<file path="src/rtl/toggle_pulse_gen_if.sv">
// Signal bundle between the push-button front end and its user.
// There is no valid/ready handshake: btn_in and enable are plain levels.
// t is a one-cycle strobe; btn_level and busy are levels that may be sampled
// on any cycle. The master drives the inputs and the slave is the pulse generator.
interface toggle_pulse_gen_if;
  logic btn_in;
  logic enable;
  logic t;
  logic btn_level;
  logic busy;

  modport master (
    output btn_in,
    output enable,
    input  t,
    input  btn_level,
    input  busy
  );

  modport slave (
    input  btn_in,
    input  enable,
    output t,
    output btn_level,
    output busy
  );
endinterface

</file>
<file path="src/rtl/toggle_pulse_gen.sv">
// Push-button front end for a T flip-flop stage.
// It has a 2-flop synchroniser, a debounce FSM and an optional hold-to-repeat
// generator, and it produces clean one-cycle toggle pulses on bus.t.
module toggle_pulse_gen #(
  parameter int DEBOUNCE_CYCLES = 4,
  parameter int REPEAT_CYCLES   = 0,
  parameter int CNT_W           = 8
) (
  input  logic               clk,
  input  logic               reset,
  toggle_pulse_gen_if.slave  bus,
  output logic [1:0]         state_dbg
);

  typedef enum logic [1:0] {
    IDLE         = 2'd0,
    PRESS_WAIT   = 2'd1,
    HELD         = 2'd2,
    RELEASE_WAIT = 2'd3
  } state_t;

  // Terminal counts. With repeat off, RPT_LAST is never used, so it is set to a
  // harmless value instead of REPEAT_CYCLES-1.
  localparam logic [CNT_W-1:0] DEB_LAST = CNT_W'(DEBOUNCE_CYCLES - 1);
  localparam logic [CNT_W-1:0] RPT_LAST =
    CNT_W'((REPEAT_CYCLES == 0) ? 0 : REPEAT_CYCLES - 1);
  localparam bit RPT_ON = (REPEAT_CYCLES != 0);

  logic [1:0]       sync_q;
  logic             btn_s;
  state_t           state_q, state_d;
  logic [CNT_W-1:0] cnt_q, cnt_d;
  logic [CNT_W-1:0] rpt_q, rpt_d;
  logic             level_q, level_d;
  logic             t_q, t_d;

  // Two-flop synchroniser for the asynchronous button level.
  always_ff @(posedge clk) begin
    if (reset) begin
      sync_q <= 2'b00;
    end else begin
      sync_q <= {sync_q[0], bus.btn_in};
    end
  end

  assign btn_s = sync_q[1];

  // State, counters and registered outputs.
  always_ff @(posedge clk) begin
    if (reset) begin
      state_q <= IDLE;
      cnt_q   <= '0;
      rpt_q   <= '0;
      level_q <= 1'b0;
      t_q     <= 1'b0;
    end else begin
      state_q <= state_d;
      cnt_q   <= cnt_d;
      rpt_q   <= rpt_d;
      level_q <= level_d;
      t_q     <= t_d;
    end
  end

  // Next-state logic. Counters hold their value unless a rule moves them, and
  // t falls back to 0 on every edge that does not fire a pulse.
  always_comb begin
    state_d = state_q;
    cnt_d   = cnt_q;
    rpt_d   = rpt_q;
    level_d = level_q;
    t_d     = 1'b0;
    case (state_q)
      IDLE: begin
        if (btn_s) begin
          state_d = PRESS_WAIT;
          cnt_d   = '0;
        end
      end
      PRESS_WAIT: begin
        if (!btn_s) begin
          state_d = IDLE;
        end else if (cnt_q == DEB_LAST) begin
          state_d = HELD;
          level_d = 1'b1;
          t_d     = bus.enable;
          rpt_d   = '0;
        end else begin
          cnt_d = cnt_q + CNT_W'(1);
        end
      end
      HELD: begin
        if (!btn_s) begin
          state_d = RELEASE_WAIT;
          cnt_d   = '0;
        end else if (RPT_ON && (rpt_q == RPT_LAST)) begin
          t_d   = bus.enable;
          rpt_d = '0;
        end else if (RPT_ON) begin
          rpt_d = rpt_q + CNT_W'(1);
        end
      end
      RELEASE_WAIT: begin
        if (btn_s) begin
          // Release bounce: go back to HELD and restart the repeat interval.
          state_d = HELD;
          rpt_d   = '0;
        end else if (cnt_q == DEB_LAST) begin
          state_d = IDLE;
          level_d = 1'b0;
        end else begin
          cnt_d = cnt_q + CNT_W'(1);
        end
      end
      default: begin
        state_d = IDLE;
      end
    endcase
  end

  assign bus.t         = t_q;
  assign bus.btn_level = level_q;
  assign bus.busy      = (state_q != IDLE);
  assign state_dbg     = state_q;

endmodule

</file>
<file path="src/flat_wrapper.sv">
// flat-port wrapper written by rule: the top's interface ports become plain ports
module toggle_pulse_gen_flat 
#(
  parameter int DEBOUNCE_CYCLES = 4,
  parameter int REPEAT_CYCLES   = 0,
  parameter int CNT_W           = 8
)
  (clk, reset, state_dbg, bus_btn_in, bus_enable, bus_t, bus_btn_level, bus_busy);
  toggle_pulse_gen_if bus_i ();
  input  logic clk;
  input  logic reset;
  output logic [1:0] state_dbg;
  input wire logic [$bits(bus_i.btn_in)-1:0] bus_btn_in;
  input wire logic [$bits(bus_i.enable)-1:0] bus_enable;
  output wire logic [$bits(bus_i.t)-1:0] bus_t;
  output wire logic [$bits(bus_i.btn_level)-1:0] bus_btn_level;
  output wire logic [$bits(bus_i.busy)-1:0] bus_busy;
  assign bus_i.btn_in = bus_btn_in;
  assign bus_i.enable = bus_enable;
  assign bus_t = bus_i.t;
  assign bus_btn_level = bus_i.btn_level;
  assign bus_busy = bus_i.busy;
  toggle_pulse_gen #(.DEBOUNCE_CYCLES(DEBOUNCE_CYCLES), .REPEAT_CYCLES(REPEAT_CYCLES), .CNT_W(CNT_W)) u_core (.clk(clk), .reset(reset), .bus(bus_i), .state_dbg(state_dbg));
endmodule
</file>
<file path="config.mk">
export PLATFORM = sky130hd
export DESIGN_NAME = toggle_pulse_gen_flat
export DESIGN_NICKNAME = d
export VERILOG_FILES = /design/src/rtl/toggle_pulse_gen_if.sv /design/src/rtl/toggle_pulse_gen.sv /design/src/flat_wrapper.sv
export SDC_FILE = /design/constraint.sdc
export NUM_CORES = 1
export LEC_CHECK = 0
export CORE_AREA = 2 2 39 41
export CTS_CLUSTER_DIAMETER = 30
export CTS_CLUSTER_SIZE = 12
export DETAILED_ROUTE_END_ITERATION = 8
export DIE_AREA = 0 0 41 43
export PLACE_DENSITY_LB_ADDON = 0.25
export SYNTH_ARGS = -nofsm -noshare
export SYNTH_HDL_FRONTEND = slang
export SYNTH_SLANG_ARGS = --single-unit
</file>
<file path="constraint.sdc">
create_clock -name clk -period 3.13 [get_ports clk]
set_input_delay 0.4695 -clock clk [delete_from_list [all_inputs] [get_ports clk]]
set_output_delay 0.4695 -clock clk [all_outputs]
set_load 0.05 [all_outputs]
</file>
==> results.json <==
{
  "avgViaCountPerCell": 5.76,
  "pwr_density_cell_nw_per_um2": 441,
  "flow.area_growth_from_synthesis_pct": 19.4,
  "yosys-top-cells-area": "sky130_fd_sc_hd__dfxtp_1 43%, sky130_fd_sc_hd__a21oi_1 5.4%, sky130_fd_sc_hd__nand3_1 3.8%",
  "detail_route.wl_per_cell_um": 13.2,
  "p_leak_nw": 0.245,
  "clk_pin_slew_ns": 0.09,
  "postSynthCellCount": 73,
  "clock_latency_ns": 0.28,
  "routed_wire_length_um": 1310,
  "worst-endpoint-required_ns": 2.66,
  "nNetsFinal": 89,
  "most-common-layout-cells": "14 x sky130_fd_sc_hd__dfxtp_1, 8 x sky130_fd_sc_hd__clkdlybuf4s50_1, 7 x sky130_fd_sc_hd__a21oi_1",
  "cts_hold_buf": 0,
  "grt_setup_unrepaired": "no",
  "antenna_violating_nets_post_route": 0,
  "vdd.ir_drop.worst_mv": 0.300,
  "final-setup-viol-count": 0,
  "synthesis.area_um2": 652,
  "synth_register_bits": 14,
  "cts_num_sinks": 14,
  "timing.critical_path.slowest_stage_cell": "sky130_fd_sc_hd__clkdlybuf4s50_1",
  "sw_frac_of_total_pct": 23.7,
  "tritoncts.num_buffers": 3,
  "timing.reg2reg.setup_slack_ns": 1.36,
  "hold_viol_final": 0,
  "grtUsageTotal_pct": 18.0,
  "cp_max_fo": 8,
  "cts-root-buf": "sky130_fd_sc_hd__clkbuf_4",
  "synth_top_cell_by_area": "sky130_fd_sc_hd__dfxtp_1",
  "syn-num-nets": 78,
  "pwr-share-clk_pct": 39.0,
  "fin_tns_setup_ns": 0,
  "period_share_pct": 68.5,
  "final_max_slew_viol_count": 0,
  "port_buffers": 8,
  "rows": 14,
  "synthesis.yosys.warnings": 0,
  "category_of_the_most_critical_setup_path": "register to output port",
  "globalplace.congestion": 0.794,
  "share_of_final_layout_standard_cells_stronger_than_drive_strength_1_pct": 7.23,
  "floorplan.core_area_um2": 1380,
  "antenna_diodes": 0,
  "post-place-ws_ns": 1.31,
  "use_met1_pct": 24.7,
  "pin_count_of_the_biggest_net_entering_global_routing": 16,
  "yosys.cell_types.count": 28,
  "first_iter_violations": 16,
  "worst_setup_path_start_kind": "register",
  "cts_setup_buffers": 0,
  "arrival_ns": 1.67,
  "synth_largest_type_area_fraction_pct": 43.0,
  "internal_power_w": 0.000262,
  "post-route-min-period_ns": 2.14,
  "maxSlewHeadroom_pct": 32.3,
  "hold_path_class": "register to register",
  "floorplan.die.width_um": 41,
  "grt_overflow_total": 0,
  "design.portCount": 9,
  "count_of_tritonroute_iterations_in_the_first_routing_pass": 3,
  "total_switching_power_w": 0.0000815,
  "fin_skew_ns": 0.00280,
  "grt_antenna_before_repair": 0,
  "floorplan.initialDensity_pct": 47.1,
  "max_clock_freq_ghz": 0.467,
  "grt_first_pass_wirelength_um": 2130,
  "grt.busiest_layer": "met2",
  "route.vias.total": 570,
  "cts_tree": "done",
  "met2_usage_pct": 24.7,
  "floorplan.die_area_um2": 1760,
  "cts_buffer_depth": 2,
  "pwr-share-comb_pct": 7.6,
  "most_common_cell_after_layout_fill_and_taps_aside": "sky130_fd_sc_hd__dfxtp_1",
  "deepest_level_of_the_cts_h_tree": 1,
  "crit_path_cell_trace": "or2_2, clkdlybuf4s50_1",
  "timing_worst_slew_pin_value_ns": 1.01,
  "first_global_vias": 503,
  "drc": 0,
  "final_core_utilization_pct": 56.2,
  "finalWorstSetupSlack_ns": 0.987,
  "grt_util_met3_pct": 3.14,
  "synth.yosys.seq_area_share_pct": 43.0,
  "fp.dieH_um": 43,
  "syn_avg_cell_area_um2": 8.93,
  "seq_power_share_pct": 53.4,
  "critical-path-max-stage-delay_ns": 0.78,
  "cts_repair_resize_count": 0,
  "max-cap-violations": 0,
  "dpl.hpwl_um": 924,
  "endpoint_kind": "output port",
  "status": "complete, no violations"
}
==> logic make-up after synthesis <==
group	synth area share (%)
xor gates and xnor gates	1.34
and+or+nand+nor	27.3
muxes	3.07
buffers and inverters	3.84
AOI/OAI and AO/OA	19.6
DFF	43.0
adders and majority gates	1.92
==> power by group through the flow <==
stage	sequential, W	combinational, W	clock, W
after detailed placement	0.000187	0.0000261	0
final	0.000183	0.0000262	0.000134
after floorplan	0.000192	0.0000104	0
after global routing	0.000184	0.0000275	0.000143
after global placement	0.000187	0.0000260	0
after CTS	0.000183	0.0000262	0.000136
==> metrics by stage <==
step | instance area, um^2 | power, W | hold WS, ns | std cells
floorplan | 652 | 0.000203 | 0.414 | 73
global placement | 742 | 0.000213 | 0.419 | 95
detailed placement | 742 | 0.000213 | 0.432 | 95
CTS | 778 | 0.000345 | 0.454 | 99
global route | 778 | 0.000354 | 0.461 | 99
finish | 778 | 0.000343 | 0.447 | 99
==> layout make-up <==
class / count / area [um^2]
sequential: 14 / 280
multi-input combinational: 53 / 347
tap: 16 / 20.0
inverter: 4 / 15.0
fill: 135 / 606
clock buffer: 4 / 36.3
timing repair buffer: 8 / 80.1
==> worst max-delay path, delay by kind of cell, from the launching register on <==
| kind | cells | cell delay, ns |
|---|---|---|
| buf+inv | 1 | 0.78 |
| flops | 1 | 0.45 |
| simple gates | 1 | 0.15 |
==> worst paths after layout <==
kind / from / to / cells past startpoint
setup / recovery: u_core.state_dbg[0]$_SDFFE_PP0P_ / bus_busy / 2
hold / removal: u_core.sync_q[0]$_SDFF_PP0_ / u_core.sync_q[1]$_SDFF_PP0_ / 1
setup reg to reg: u_core.sync_q[1]$_SDFF_PP0_ / u_core.cnt_q[6]$_SDFFE_PP0P_ / 3
hold reg to reg: u_core.sync_q[0]$_SDFF_PP0_ / u_core.sync_q[1]$_SDFF_PP0_ / 1
==> routing by layer <==
metal / up-vias / part of all wire [%]
li1: 301 / -
met1: 258 / 53
met2: 7 / 42
met3: 4 / 2.3
met4: 0 / 2.4
met5: - / 0
==> sequential cells by signal (all words and copies together) (netlist names), named ones only <==
signal and cells:
u_core.bus.btn_level 1, u_core.bus.t 1, u_core.cnt_q 8, u_core.state_dbg 1, u_core.sync_q 2
==> cell usage after synthesis <==
cell and instances:
sky130_fd_sc_hd__a31oi_1 1, sky130_fd_sc_hd__nand2_1 2, sky130_fd_sc_hd__or4b_1 2, sky130_fd_sc_hd__nand3b_1 1
sky130_fd_sc_hd__nand3_1 5, sky130_fd_sc_hd__buf_2 2, sky130_fd_sc_hd__a21o_1 1, sky130_fd_sc_hd__or4_1 3
sky130_fd_sc_hd__o21ai_1 4, sky130_fd_sc_hd__mux2i_1 2, sky130_fd_sc_hd__o31ai_1 3, sky130_fd_sc_hd__xnor2_1 1
sky130_fd_sc_hd__a211oi_2 1, sky130_fd_sc_hd__nor2b_1 2, sky130_fd_sc_hd__nor3_1 1, sky130_fd_sc_hd__or2_2 1
sky130_fd_sc_hd__nand4_1 4, sky130_fd_sc_hd__nor4b_1 2, sky130_fd_sc_hd__nor2_1 1, sky130_fd_sc_hd__o21ai_0 3
sky130_fd_sc_hd__ha_1 1, sky130_fd_sc_hd__nand2b_1 1, sky130_fd_sc_hd__a21oi_1 7, sky130_fd_sc_hd__nor4_1 1
sky130_fd_sc_hd__inv_1 4, sky130_fd_sc_hd__or3_1 2, sky130_fd_sc_hd__dfxtp_1 14, sky130_fd_sc_hd__a211o_1 1
(Power assumes the default switching activity.)
